`src/rtl/mem_access_unit.sv`:
```
// Load/store initiator for a byte-addressed, big-endian word memory.
// Aligns and range-checks requests, extends sub-word loads, and does RMW for sub-word stores.
module mem_access_unit #(
    parameter int unsigned ENTRIES = 32,
    parameter int unsigned ADDR_W  = 5
) (
    input  logic              clk,
    input  logic              rst,
    input  logic              req_valid,
    output logic              req_ready,
    input  logic              req_we,
    input  logic [1:0]        req_size,
    input  logic              req_signed,
    input  logic [31:0]       req_addr,
    input  logic [31:0]       req_wdata,
    output logic              rsp_valid,
    output logic [31:0]       rsp_rdata,
    output logic              rsp_err,
    output logic [ADDR_W-1:0] mem_addr,
    output logic              mem_rd,
    output logic              mem_wr,
    output logic [31:0]       mem_wdata,
    input  logic [31:0]       mem_rdata
);
    localparam int unsigned DATA_W = 32;
    localparam int unsigned EXT_W  = DATA_W + 1;
    localparam int unsigned HALF_W = 16;

    localparam logic [1:0] SIZE_BYTE = 2'b00;
    localparam logic [1:0] SIZE_HALF = 2'b01;
    localparam logic [1:0] SIZE_WORD = 2'b10;
    localparam logic [1:0] SIZE_ILL  = 2'b11;

    typedef enum logic [1:0] {IDLE, RD, WR, RESP} state_e;

    state_e              state_q, state_d;
    logic                we_q, we_d;
    logic [1:0]          size_q, size_d;
    logic                signed_q, signed_d;
    logic [HALF_W-1:0]   wdata_q, wdata_d;
    logic [ADDR_W-1:0]   mem_addr_q, mem_addr_d;
    logic                mem_rd_q, mem_rd_d;
    logic                mem_wr_q, mem_wr_d;
    logic [DATA_W-1:0]   mem_wdata_q, mem_wdata_d;
    logic                rsp_valid_q, rsp_valid_d;
    logic [DATA_W-1:0]   rsp_rdata_q, rsp_rdata_d;
    logic                rsp_err_q, rsp_err_d;

    logic [2:0]          nbytes_c;
    logic [EXT_W-1:0]    end_addr_c;
    logic                req_err_c;
    logic [DATA_W-1:0]   load_data_c;
    logic [DATA_W-1:0]   merge_data_c;

    assign req_ready = (state_q == IDLE);

    // Request legality: size, alignment, upper address bits and end-of-access range.
    always_comb begin
        case (req_size)
            SIZE_BYTE: nbytes_c = 3'd1;
            SIZE_HALF: nbytes_c = 3'd2;
            default:   nbytes_c = 3'd4;
        endcase
        end_addr_c = EXT_W'(req_addr) + EXT_W'(nbytes_c);
        req_err_c  = (req_size == SIZE_ILL)
                   | ((req_size == SIZE_HALF) & req_addr[0])
                   | ((req_size == SIZE_WORD) & (req_addr[1:0] != 2'b00))
                   | (|req_addr[DATA_W-1:ADDR_W])
                   | (end_addr_c > EXT_W'(ENTRIES));
    end

    // Big-endian: the addressed byte is the most significant byte of the read word.
    always_comb begin
        case (size_q)
            SIZE_BYTE: load_data_c = {{24{signed_q & mem_rdata[31]}}, mem_rdata[31:24]};
            SIZE_HALF: load_data_c = {{16{signed_q & mem_rdata[31]}}, mem_rdata[31:16]};
            default:   load_data_c = mem_rdata;
        endcase
        if (size_q == SIZE_BYTE) begin
            merge_data_c = {wdata_q[7:0], mem_rdata[23:0]};
        end else begin
            merge_data_c = {wdata_q, mem_rdata[15:0]};
        end
    end

    // Next state; strobes are computed for the state being entered so they are registered.
    always_comb begin
        state_d     = state_q;
        we_d        = we_q;
        size_d      = size_q;
        signed_d    = signed_q;
        wdata_d     = wdata_q;
        mem_addr_d  = mem_addr_q;
        mem_rd_d    = 1'b0;
        mem_wr_d    = 1'b0;
        mem_wdata_d = mem_wdata_q;
        rsp_valid_d = 1'b0;
        rsp_rdata_d = rsp_rdata_q;
        rsp_err_d   = rsp_err_q;

        case (state_q)
            IDLE: begin
                if (req_valid) begin
                    we_d       = req_we;
                    size_d     = req_size;
                    signed_d   = req_signed;
                    wdata_d    = req_wdata[HALF_W-1:0];
                    mem_addr_d = req_addr[ADDR_W-1:0];
                    if (req_err_c) begin
                        rsp_valid_d = 1'b1;
                        rsp_rdata_d = '0;
                        rsp_err_d   = 1'b1;
                        state_d     = RESP;
                    end else if (req_we && (req_size == SIZE_WORD)) begin
                        mem_wdata_d = req_wdata;
                        mem_wr_d    = 1'b1;
                        state_d     = WR;
                    end else begin
                        mem_rd_d = 1'b1;
                        state_d  = RD;
                    end
                end
            end
            RD: begin
                if (we_q) begin
                    mem_wdata_d = merge_data_c;
                    mem_wr_d    = 1'b1;
                    state_d     = WR;
                end else begin
                    rsp_valid_d = 1'b1;
                    rsp_rdata_d = load_data_c;
                    rsp_err_d   = 1'b0;
                    state_d     = RESP;
                end
            end
            WR: begin
                rsp_valid_d = 1'b1;
                rsp_rdata_d = '0;
                rsp_err_d   = 1'b0;
                state_d     = RESP;
            end
            default: begin
                state_d = IDLE;
            end
        endcase
    end

    always_ff @(posedge clk or posedge rst) begin
        if (rst) begin
            state_q     <= IDLE;
            we_q        <= 1'b0;
            size_q      <= 2'b00;
            signed_q    <= 1'b0;
            wdata_q     <= '0;
            mem_addr_q  <= '0;
            mem_rd_q    <= 1'b0;
            mem_wr_q    <= 1'b0;
            mem_wdata_q <= '0;
            rsp_valid_q <= 1'b0;
            rsp_rdata_q <= '0;
            rsp_err_q   <= 1'b0;
        end else begin
            state_q     <= state_d;
            we_q        <= we_d;
            size_q      <= size_d;
            signed_q    <= signed_d;
            wdata_q     <= wdata_d;
            mem_addr_q  <= mem_addr_d;
            mem_rd_q    <= mem_rd_d;
            mem_wr_q    <= mem_wr_d;
            mem_wdata_q <= mem_wdata_d;
            rsp_valid_q <= rsp_valid_d;
            rsp_rdata_q <= rsp_rdata_d;
            rsp_err_q   <= rsp_err_d;
        end
    end

    assign mem_addr  = mem_addr_q;
    assign mem_rd    = mem_rd_q;
    assign mem_wr    = mem_wr_q;
    assign mem_wdata = mem_wdata_q;
    assign rsp_valid = rsp_valid_q;
    assign rsp_rdata = rsp_rdata_q;
    assign rsp_err   = rsp_err_q;
endmodule

```
`config.mk`:
```
export PLATFORM = sky130hd
export DESIGN_NAME = mem_access_unit
export DESIGN_NICKNAME = d
export VERILOG_FILES = /design/src/rtl/mem_access_unit.sv
export SDC_FILE = /design/constraint.sdc
export NUM_CORES = 1
export LEC_CHECK = 0
export ABC_CLOCK_PERIOD_IN_PS = 5750
export CORE_MARGIN = 10
export CORE_UTILIZATION = 49
export CTS_CLUSTER_SIZE = 40
export DETAILED_ROUTE_END_ITERATION = 16
export PLACE_DENSITY = 0.91
export SYNTH_ARGS = -nofsm -noshare
export SYNTH_HDL_FRONTEND = slang
export SYNTH_SLANG_ARGS = --single-unit
```
`constraint.sdc`:
```
create_clock -name clk -period 5.75 [get_ports clk]
set_clock_uncertainty 0.1 [all_clocks]
set_input_delay 0.575 -clock clk [delete_from_list [all_inputs] [get_ports clk]]
set_output_delay 0.575 -clock clk [all_outputs]
set_load 0.05 [all_outputs]
```
-- Yosys cells after proc, flatten, opt, wreduce, memory -nomap -nowiden
Cells that the tools add are included.
W data, S select, Z words.
- register bits after elaboration: 95
- input port bits: 103
- output and inout port bits: 74
- word-level logic and storage cells: 78
- add/sub/neg operators: 1
- order comparisons: 1
- equal/unequal tests: 12
- mux-type cells: 34
- bitwise gates (word level): 7
- reductions and logical operators: 11
- operators with widths (kind ; count):
    $mux W32 ; 8
    $pmux W32 S2 ; 2
    $pmux W32 S3 ; 1
    $add A32 B3 Y33 ; 1
    $gt A33 B6 Y1 const B ; 1
    $reduce_or A27 Y1 ; 1
    $mux W1 ; 15
    $ne A2 B2 Y1 const B ; 4
    $eq A2 B1 Y1 const B ; 3
    $eq A2 B2 Y1 const B ; 3
    $logic_not A2 Y1 ; 3
    $mux W2 ; 3
    $pmux W1 S3 ; 2
    $pmux W2 S3 ; 1
    $pmux W3 S2 ; 1
    $reduce_and A5 Y1 ; 1
    $ne A2 B1 Y1 const B ; 2
    $or A1 B1 Y1 ; 4
    $reduce_and A4 Y1 ; 1
    $reduce_bool A2 Y1 ; 2
    $and A1 B1 Y1 ; 3
    $reduce_bool A3 Y1 ; 1
    $pmux W1 S2 ; 1
    $reduce_and A2 Y1 ; 1
    $logic_and A1 B1 Y1 ; 1

-- Logic depth before layout (Yosys ltp)
Gate-level depths: netlist of run 1.
- depth in word-level cells: 9
- mapped depth: 11
- mapped depth without buffers: 9

-- Least setup slack after synthesis of run 1
Ideal clock, no wire load.
- kind: input to register
- start: input req_size[1]
- end: register mem_wdata_q[19] (netlist: mem_wdata[19])
- setup time: 0.125 ns
- arrival: 2.650 ns
- data required time: 5.525 ns
- path slack: 2.875 ns
- stages: 10
- buffers on the path: 1
- path through: nor2_1 -> ha_1 -> fa_1 -> nand2b_1 -> o21ai_0 -> a311o_1 -> nand4_1 -> a221oi_4 -> buf_6 -> mux2_2
- cells in the longest elaborated chain, start to end: 8
- elaborated cells between the ends (all ways): 17
- those cells by class: add/sub (1); order compare (1); eq/ne (5); mux (1); bitwise (6); reduce/logical (3)
- RTL lines (item ; line ; RTL):
    start: declaration ; 12 ; input logic [1:0] req_size,
    branches (longest 7 deep; another with $add A32 B3 Y33) ; -- ;
    $reduce_and A5 Y1 (no line) (*) ; -- ;
    end signal: assignment ; 171 ; mem_wdata_q <= mem_wdata_d;
    end: declaration ; 44 ; logic [DATA_W-1:0] mem_wdata_q, mem_wdata_d;
Every way passes the cells marked *.
A chain may end at the register's enable or synchronous reset.

-- Worst setup path in the final report of run 1
- start: input req_size[0]
- end: register rsp_rdata_q[17] (netlist: rsp_rdata[17])
- cells in the longest elaborated chain, start to end: 8
- elaborated cells between the ends (all ways): 15
- those cells by class: add/sub (1); order compare (1); eq/ne (4); mux (1); bitwise (6); reduce/logical (2)
- RTL lines (item ; line ; RTL):
    branches (longest 5 deep; another with $add A32 B3 Y33) ; -- ;
    $or A1 B1 Y1 (*) ; 69 ; | (end_addr_c > EXT_W'(ENTRIES));
    $ne A2 B1 Y1 (no line) (*) ; -- ;
    $reduce_and A4 Y1 (no line) (*) ; -- ;
    end signal: assignment ; 173 ; rsp_rdata_q <= rsp_rdata_d;
    end: declaration ; 46 ; logic [DATA_W-1:0] rsp_rdata_q, rsp_rdata_d;
Marked as above.

==> reports/qor.yml, run 1 <==
placement:
  io_buffers: 176
  globalplace.congestion: 0.846
  dp_hpwl_um: 12100
timing:
  tightest_slew_ns: 1.06
  relSlewSlack_pct: 29.4
  min_period_ns: 3.68
  grt_setup_unrepaired: "no"
  setup_violations: 0
  slew_viol_final: 0
  finalCritPeriodShare_pct: 64.0
  max_freq_mhz: 272
  holdWs_ns: 0.399
  finalHoldViolCount: 0
  final.setup.tns_ns: 0
layout:
  layout-drive-gt1-share_pct: 20.9
  final_cell_mix: "clkdlybuf4s50_1 (176), mux2_2 (99), dfrtp_1 (95)"
  syn_to_final_growth_pct: 41.6
  multiInputGateArea_um2: 2310
  mostFrequentLayoutCell: "clkdlybuf4s50_1"
  fin_util_pct: 71.4
  nets: 704
  n_antenna_cell: 0
  seqCellArea_um2: 2380
  fill_cells: 704
setup_path:
  worst_setup_path_start_kind: "input pin"
  required_ns: 5.89
  worstSetupStartpoint: "req_size[0]"
  cp.arrival_ns: 3.82
  cp-end-kind: "register"
  rrSetupSlack_ns: 2.85
  r2r-end: "rsp_rdata[17]"
  cp-endpoint: "rsp_rdata[17]"
  r2r_cells: 7
  r2r-start: "state_q[1]"
  critPathKind: "input pin to register"
  critPathMaxFanout: 33
worst_hold_path:
  hold_path.class: "register to register"
power:
  power.total_uw: 4370
  power_density_nw_per_um2: 627
  total_leakage_power_uw: 0.00305
  peakVddDrop_mv: 0.371
synthesis:
  synth_cell_type_count: 33
  ys_ff_latch: 95
  netlist_area_um2: 4930
  avgSynthCellArea_um2: 11.5
  syn-instance-count: 428
  synth_top_flop_cell: "dfrtp_1"
  syn_nets: 540
  ys_seq_area_share_pct: 48.2
  yosys_warnings: 0
  synth-edff-count: 0
  ys_async_sr_fraction_pct: 100
run_status:
  outcome: "finished, final reports clean"
global_route:
  grt_max_degree: 72
  grtUsageTotal_pct: 20.9
  grt_pass1_wl_um: 24100
  antenna_found_initial: 0
  grt-ovfl-total: 0
  grt_pass1_vias: 4338
clocking:
  clock_path_buffers: 2
  root_buffer: "clkbuf_8"
  cts.hold.buffers_added: 0
  clk_pin_slew_ns: 0.09
  postCtsSetupBuffers: 0
  htree_levels: 3
  clk_latency_ns: 0.35
  cts_tree: "done"
  cts_buffers: 9
  clock-sinks: 95
  postCtsResizedCells: 0
floorplanning:
  core_area_um2: 9770
  start_util_pct: 50.4
  rows: 36
  io_pins: 177
  die_w_um: 120
  dieArea_um2: 14500
  die_h_um: 120
detailed_routing:
  wl_per_cell_um: 21.3
  wl_um: 15600
  drtIter0Drc: 318
  num_vias: 4024
  via_per_inst: 5.51
  post-route-drc-count: 0
  detail-route-antenna-nets: 0
  first_pass_iters: 5
run:
  cap_violations: 0
## worst max-delay path, stage by stage
cell             delay (ns)
clkdlybuf4s50_1        0.61
nor2_1                 0.09
ha_1                   0.22
fa_1                   0.39
nand2_1                0.09
o21ai_0                0.10
a311o_1                0.35
nand2_1                0.16
a31o_2                 0.80
mux2_2                 0.42
## area by class of cell
type                    count  area share (%)
clock inverters             3            1.29
repair buffers            180            25.7
flip-flops and latches     95            34.1
clock buffers              13            2.13
well taps                 133            2.38
multi-input cells         282            33.1
inverters                  24            1.33
## stage by stage
stage / std cells / area, µm² / worst slack [ns]
floorplan: 428 / 4930 / 2.60
global placement: 714 / 6740 / 1.91
detailed placement: 714 / 6740 / 1.75
CTS: 730 / 6980 / 2.13
global route: 730 / 6980 / 1.84
finish: 730 / 6980 / 2.07
## how the worst min path moves through the flow
stage                     to  cells after the start          start
2_1_floorplan    wdata_q[15]                      1    wdata_q[15]
3_3_place_gp   mem_wdata[24]                      1  mem_wdata[24]
3_5_place_dp   mem_wdata[23]                      1  mem_wdata[23]
4_1_cts        mem_wdata[23]                      1  mem_wdata[23]
5_1_grt        rsp_rdata[20]                      1  rsp_rdata[20]
6_report       mem_wdata[23]                      1  mem_wdata[23]
## power by group
part,internal (µW),switching [µW],total (µW)
clock network,302,223,525
logic,1080,1560,2640
registers,980,229,1210
total,2360,2020,4370
## synthesized netlist by cell type, types with 2 or more instances
master / instances / area share (%)
mux2_2: 99 / 23
dfrtp_1: 95 / 48
a21oi_1: 44 / 4.5
nor2_1: 26 / 2.0
nand2_1: 25 / 1.9
inv_1: 24 / 1.8
mux2i_1: 20 / 4.1
clkbuf_1: 17 / 1.3
o21ai_0: 10 / 1.0
ha_1: 8 / 2.0
o211a_1: 8 / 1.6
o211ai_1: 8 / 1.2
buf_6: 7 / 1.6
nor4_1: 6 / 0.76
nor3_1: 4 / 0.41
nor2b_1: 3 / 0.38
o31ai_1: 3 / 0.46
buf_1: 2 / 0.15
mux2_1: 2 / 0.46
mux2_4: 2 / 0.61
nand4_1: 2 / 0.25
o2111ai_1: 2 / 0.36
## state kept, by name, indices dropped and copies added, names as in the netlist
name / flops
mem_wr: 1
wdata_q: 16
state_q: 2
mem_rd: 1
signed_q: 1
size_q: 2
mem_addr: 5
rsp_rdata: 32
we_q: 1
rsp_valid: 1
rsp_err: 1
mem_wdata: 32
## metal layers
metal	wire [µm]	global-route usage, %	vias up
met4	193	5.13	0
met3	1190	5.86	18
met2	7980	36.6	160
met5	0	0	-
li1	-	-	1847
met1	6200	24.8	1999
## logic make-up after synthesis
logic type,count (synthesis),synth area share (%)
flip-flops,95,48.2
multiplexers,123,27.7
buffers and inverters,51,4.97
AND/OR/NAND/NOR,71,6.40
adder cells (fa/ha/maj),9,2.44
AO/OA/AOI/OAI,79,10.2
Note: power is estimated with default switching activity, not from simulation.
==> inputs of run 2 (changes only) <==
==> config.mk (replaced) <==
export PLATFORM = sky130hd
export DESIGN_NAME = mem_access_unit
export DESIGN_NICKNAME = d
export VERILOG_FILES = /design/src/rtl/mem_access_unit.sv
export SDC_FILE = /design/constraint.sdc
export NUM_CORES = 1
export LEC_CHECK = 0
export ABC_CLOCK_PERIOD_IN_PS = 3300
export CORE_MARGIN = 10
export CORE_UTILIZATION = 41
export CTS_CLUSTER_SIZE = 40
export DETAILED_ROUTE_END_ITERATION = 16
export PLACE_DENSITY = 0.81
export SYNTH_ARGS = -nofsm -noshare
export SYNTH_HDL_FRONTEND = slang
export SYNTH_SLANG_ARGS = --single-unit
==> constraint.sdc (replaced) <==
create_clock -name clk -period 3.3 [get_ports clk]
set_clock_uncertainty 0.1 [all_clocks]
set_input_delay 0.33 -clock clk [delete_from_list [all_inputs] [get_ports clk]]
set_output_delay 0.33 -clock clk [all_outputs]
set_load 0.05 [all_outputs]
==> run 2 against run 1 <==
Cell area is 2.1% higher. Clock power is 88% higher. Largest cell class unchanged. Utilization is 10 points lower. Via count is 1.0% lower. Non-clock buffer count is 8 higher. Critical path type unchanged. Combinational power is 80% higher. Final cell count is 2.5% higher. Worst setup slack worse by 1.8 ns.
==> reports/qor.yml, run 2 (synthesis gave the netlist of run 1 again) <==
run_status:
  outcome: "finished, final reports clean"
layout:
  nets: 712  # +1.1%
  final_cell_mix: "clkdlybuf4s50_1 (176), mux2_2 (99), dfrtp_1 (95)"
  syn_to_final_growth_pct: 44.6
  layout-drive-gt1-share_pct: 22.3  # +1.4 points
  fin_util_pct: 61.4  # -10 points
  mostFrequentLayoutCell: "clkdlybuf4s50_1"
  fin_cells: 748  # +2.5%
  n_antenna_cell: 0  # unchanged
clocking:
  htree_levels: 3  # unchanged
  cts.hold.buffers_added: 0  # unchanged
  clk_pin_slew_ns: 0.07  # -0.02 ns
  postCtsSetupBuffers: 0  # unchanged
  clock_path_buffers: 2  # unchanged
  root_buffer: "clkbuf_16"
  cts_buffers: 9  # unchanged
  clk_latency_ns: 0.35  # about the same
  postCtsResizedCells: 0  # unchanged
  cts_tree: "done"
  clock-sinks: 95  # unchanged
setup_path:
  rrSetupSlack_ns: 0.76  # -2.09 ns
  required_ns: 3.43  # -2.46 ns
  worst_setup_path_start_kind: "input pin"
  worstPathCellList: "clkdlybuf4s50_1, nor2_1, ha_1, fa_1, nand2b_1, o21ai_0, a311o_1, nand4_1, a221oi_4, buf_12, mux2_2"
  critPathKind: "input pin to register"
  r2r_cells: 5  # -2
  slowest_delay_ns: 0.51  # -0.29 ns
  cp.arrival_ns: 3.20  # -0.62 ns
  r2r-start: "size_q[1]"
  cp-end-kind: "register"
  r2r-end: "rsp_rdata[26]"
  slowest_stage: "clkdlybuf4s50_1"
  critPathMaxFanout: 32  # -3.0%
timing:
  relSlewSlack_pct: 46.3  # +17 points
  min_period_ns: 3.07
  slew_viol_final: 0  # unchanged
  setup_violations: 0  # unchanged
  holdWs_ns: 0.346  # -0.0526 ns
  finalCritPeriodShare_pct: 93.1
  grt_setup_unrepaired: "no"
  finalHoldViolCount: 0  # unchanged
  max_freq_mhz: 326
  tightest_slew_ns: 0.805  # -0.253 ns
detailed_routing:
  first_pass_iters: 4  # -1
  post-route-drc-count: 0  # unchanged
  via_per_inst: 5.32  # -3.4%
  detail-route-antenna-nets: 0  # unchanged
  wl_per_cell_um: 21.3  # about the same
  num_vias: 3983  # -1.0%
  wl_um: 15900  # +2.5%
  drtIter0Drc: 361  # +14%
global_route:
  grt-ovfl-total: 0  # unchanged
  antenna_found_initial: 0  # unchanged
  grt_pass1_vias: 4289  # -1.1%
  grt_pass1_wl_um: 24200  # +0.52%
  grtUsageTotal_pct: 18.7  # -2.2 points
  grt_max_degree: 57  # -21%
floorplanning:
  dieArea_um2: 16800  # +16%
  core_area_um2: 11600  # +19%
  die_w_um: 130  # +7.8%
  io_pins: 177  # unchanged
  start_util_pct: 42.4  # -8.0 points
  die_h_um: 130  # +7.8%
  rows: 39  # +8.3%
power:
  total_leakage_power_uw: 0.00311  # +2.1%
  power_density_nw_per_um2: 1090  # +75%
  peakVddDrop_mv: 0.565  # +52%
placement:
  io_buffers: 176  # unchanged
  dp_hpwl_um: 12500  # +3.8%
  globalplace.congestion: 0.888  # +4.9%
  dp.cells: 732  # +2.5%
run:
  cap_violations: 0  # unchanged
worst_hold_path:
  hold_path.class: "input pin to asynchronous set/reset pin"
[run 2: routing by layer]
layer / vias to the layer above / wire [µm] / global-route usage, %
li1: 1868 / - / -
met1: 1966 / 6260 / 22.1
met2: 125 / 8070 / 31.1
met3: 24 / 1350 / 6.57
met4: 0 / 264 / 5.95
met5: - / 0 / 0
[run 2: area by class of cell]
class | count | area (µm²)
sequential | 95 | 2380
clock inverter | 5 | 33.8
multi-input combinational | 282 | 2310
timing repair buffer | 188 | 1890
tap | 143 | 179
fill | 951 | 4490
clock buffer | 11 | 243
inverter | 24 | 92.6
[run 2: power by group]
part           switching [µW]  internal [µW]
combinational            2780           1950
clock                     459            531
sequential                362           1710
total                    3600           4200
[run 2: stage by stage]
| step | setup slack [ns] | power (µW) | area [µm²] | TNS, ns |
|---|---|---|---|---|
| 5_1_grt | 0.104 | 8200 | 7130 | 0 |
| 4_1_cts | 0.230 | 7870 | 7130 | 0 |
| 2_1_floorplan | 0.393 | 5390 | 4930 | 0 |
| 3_3_place_gp | 0.0489 | 6730 | 6850 | 0 |
| 3_5_place_dp | -0.122 | 6860 | 6850 | -3.45 |
| 6_report | 0.229 | 7800 | 7130 | 0 |
[run 2: worst max-delay path by stage]
stage,start,endpoint,slack (ns),cells after the start
6_report,req_size[0],mem_wdata[3],0.23,11
5_1_grt,req_size[0],mem_wdata[0],0.10,11
4_1_cts,req_size[0],mem_wdata[3],0.23,11
3_5_place_dp,req_size[0],mem_wdata[0],-0.12,11
3_3_place_gp,req_size[0],mem_wdata[16],0.05,11
2_1_floorplan,rst,mem_addr[0],0.39,1
[run 2: worst max-delay path, delay by kind of cell]
| family | cells | cell delay (ns) |
|---|---|---|
| fa+ha+maj | 2 | 0.60 |
| mux | 1 | 0.36 |
| simple gates | 3 | 0.37 |
| buf+inv | 2 | 0.77 |
| compound gates | 3 | 0.76 |
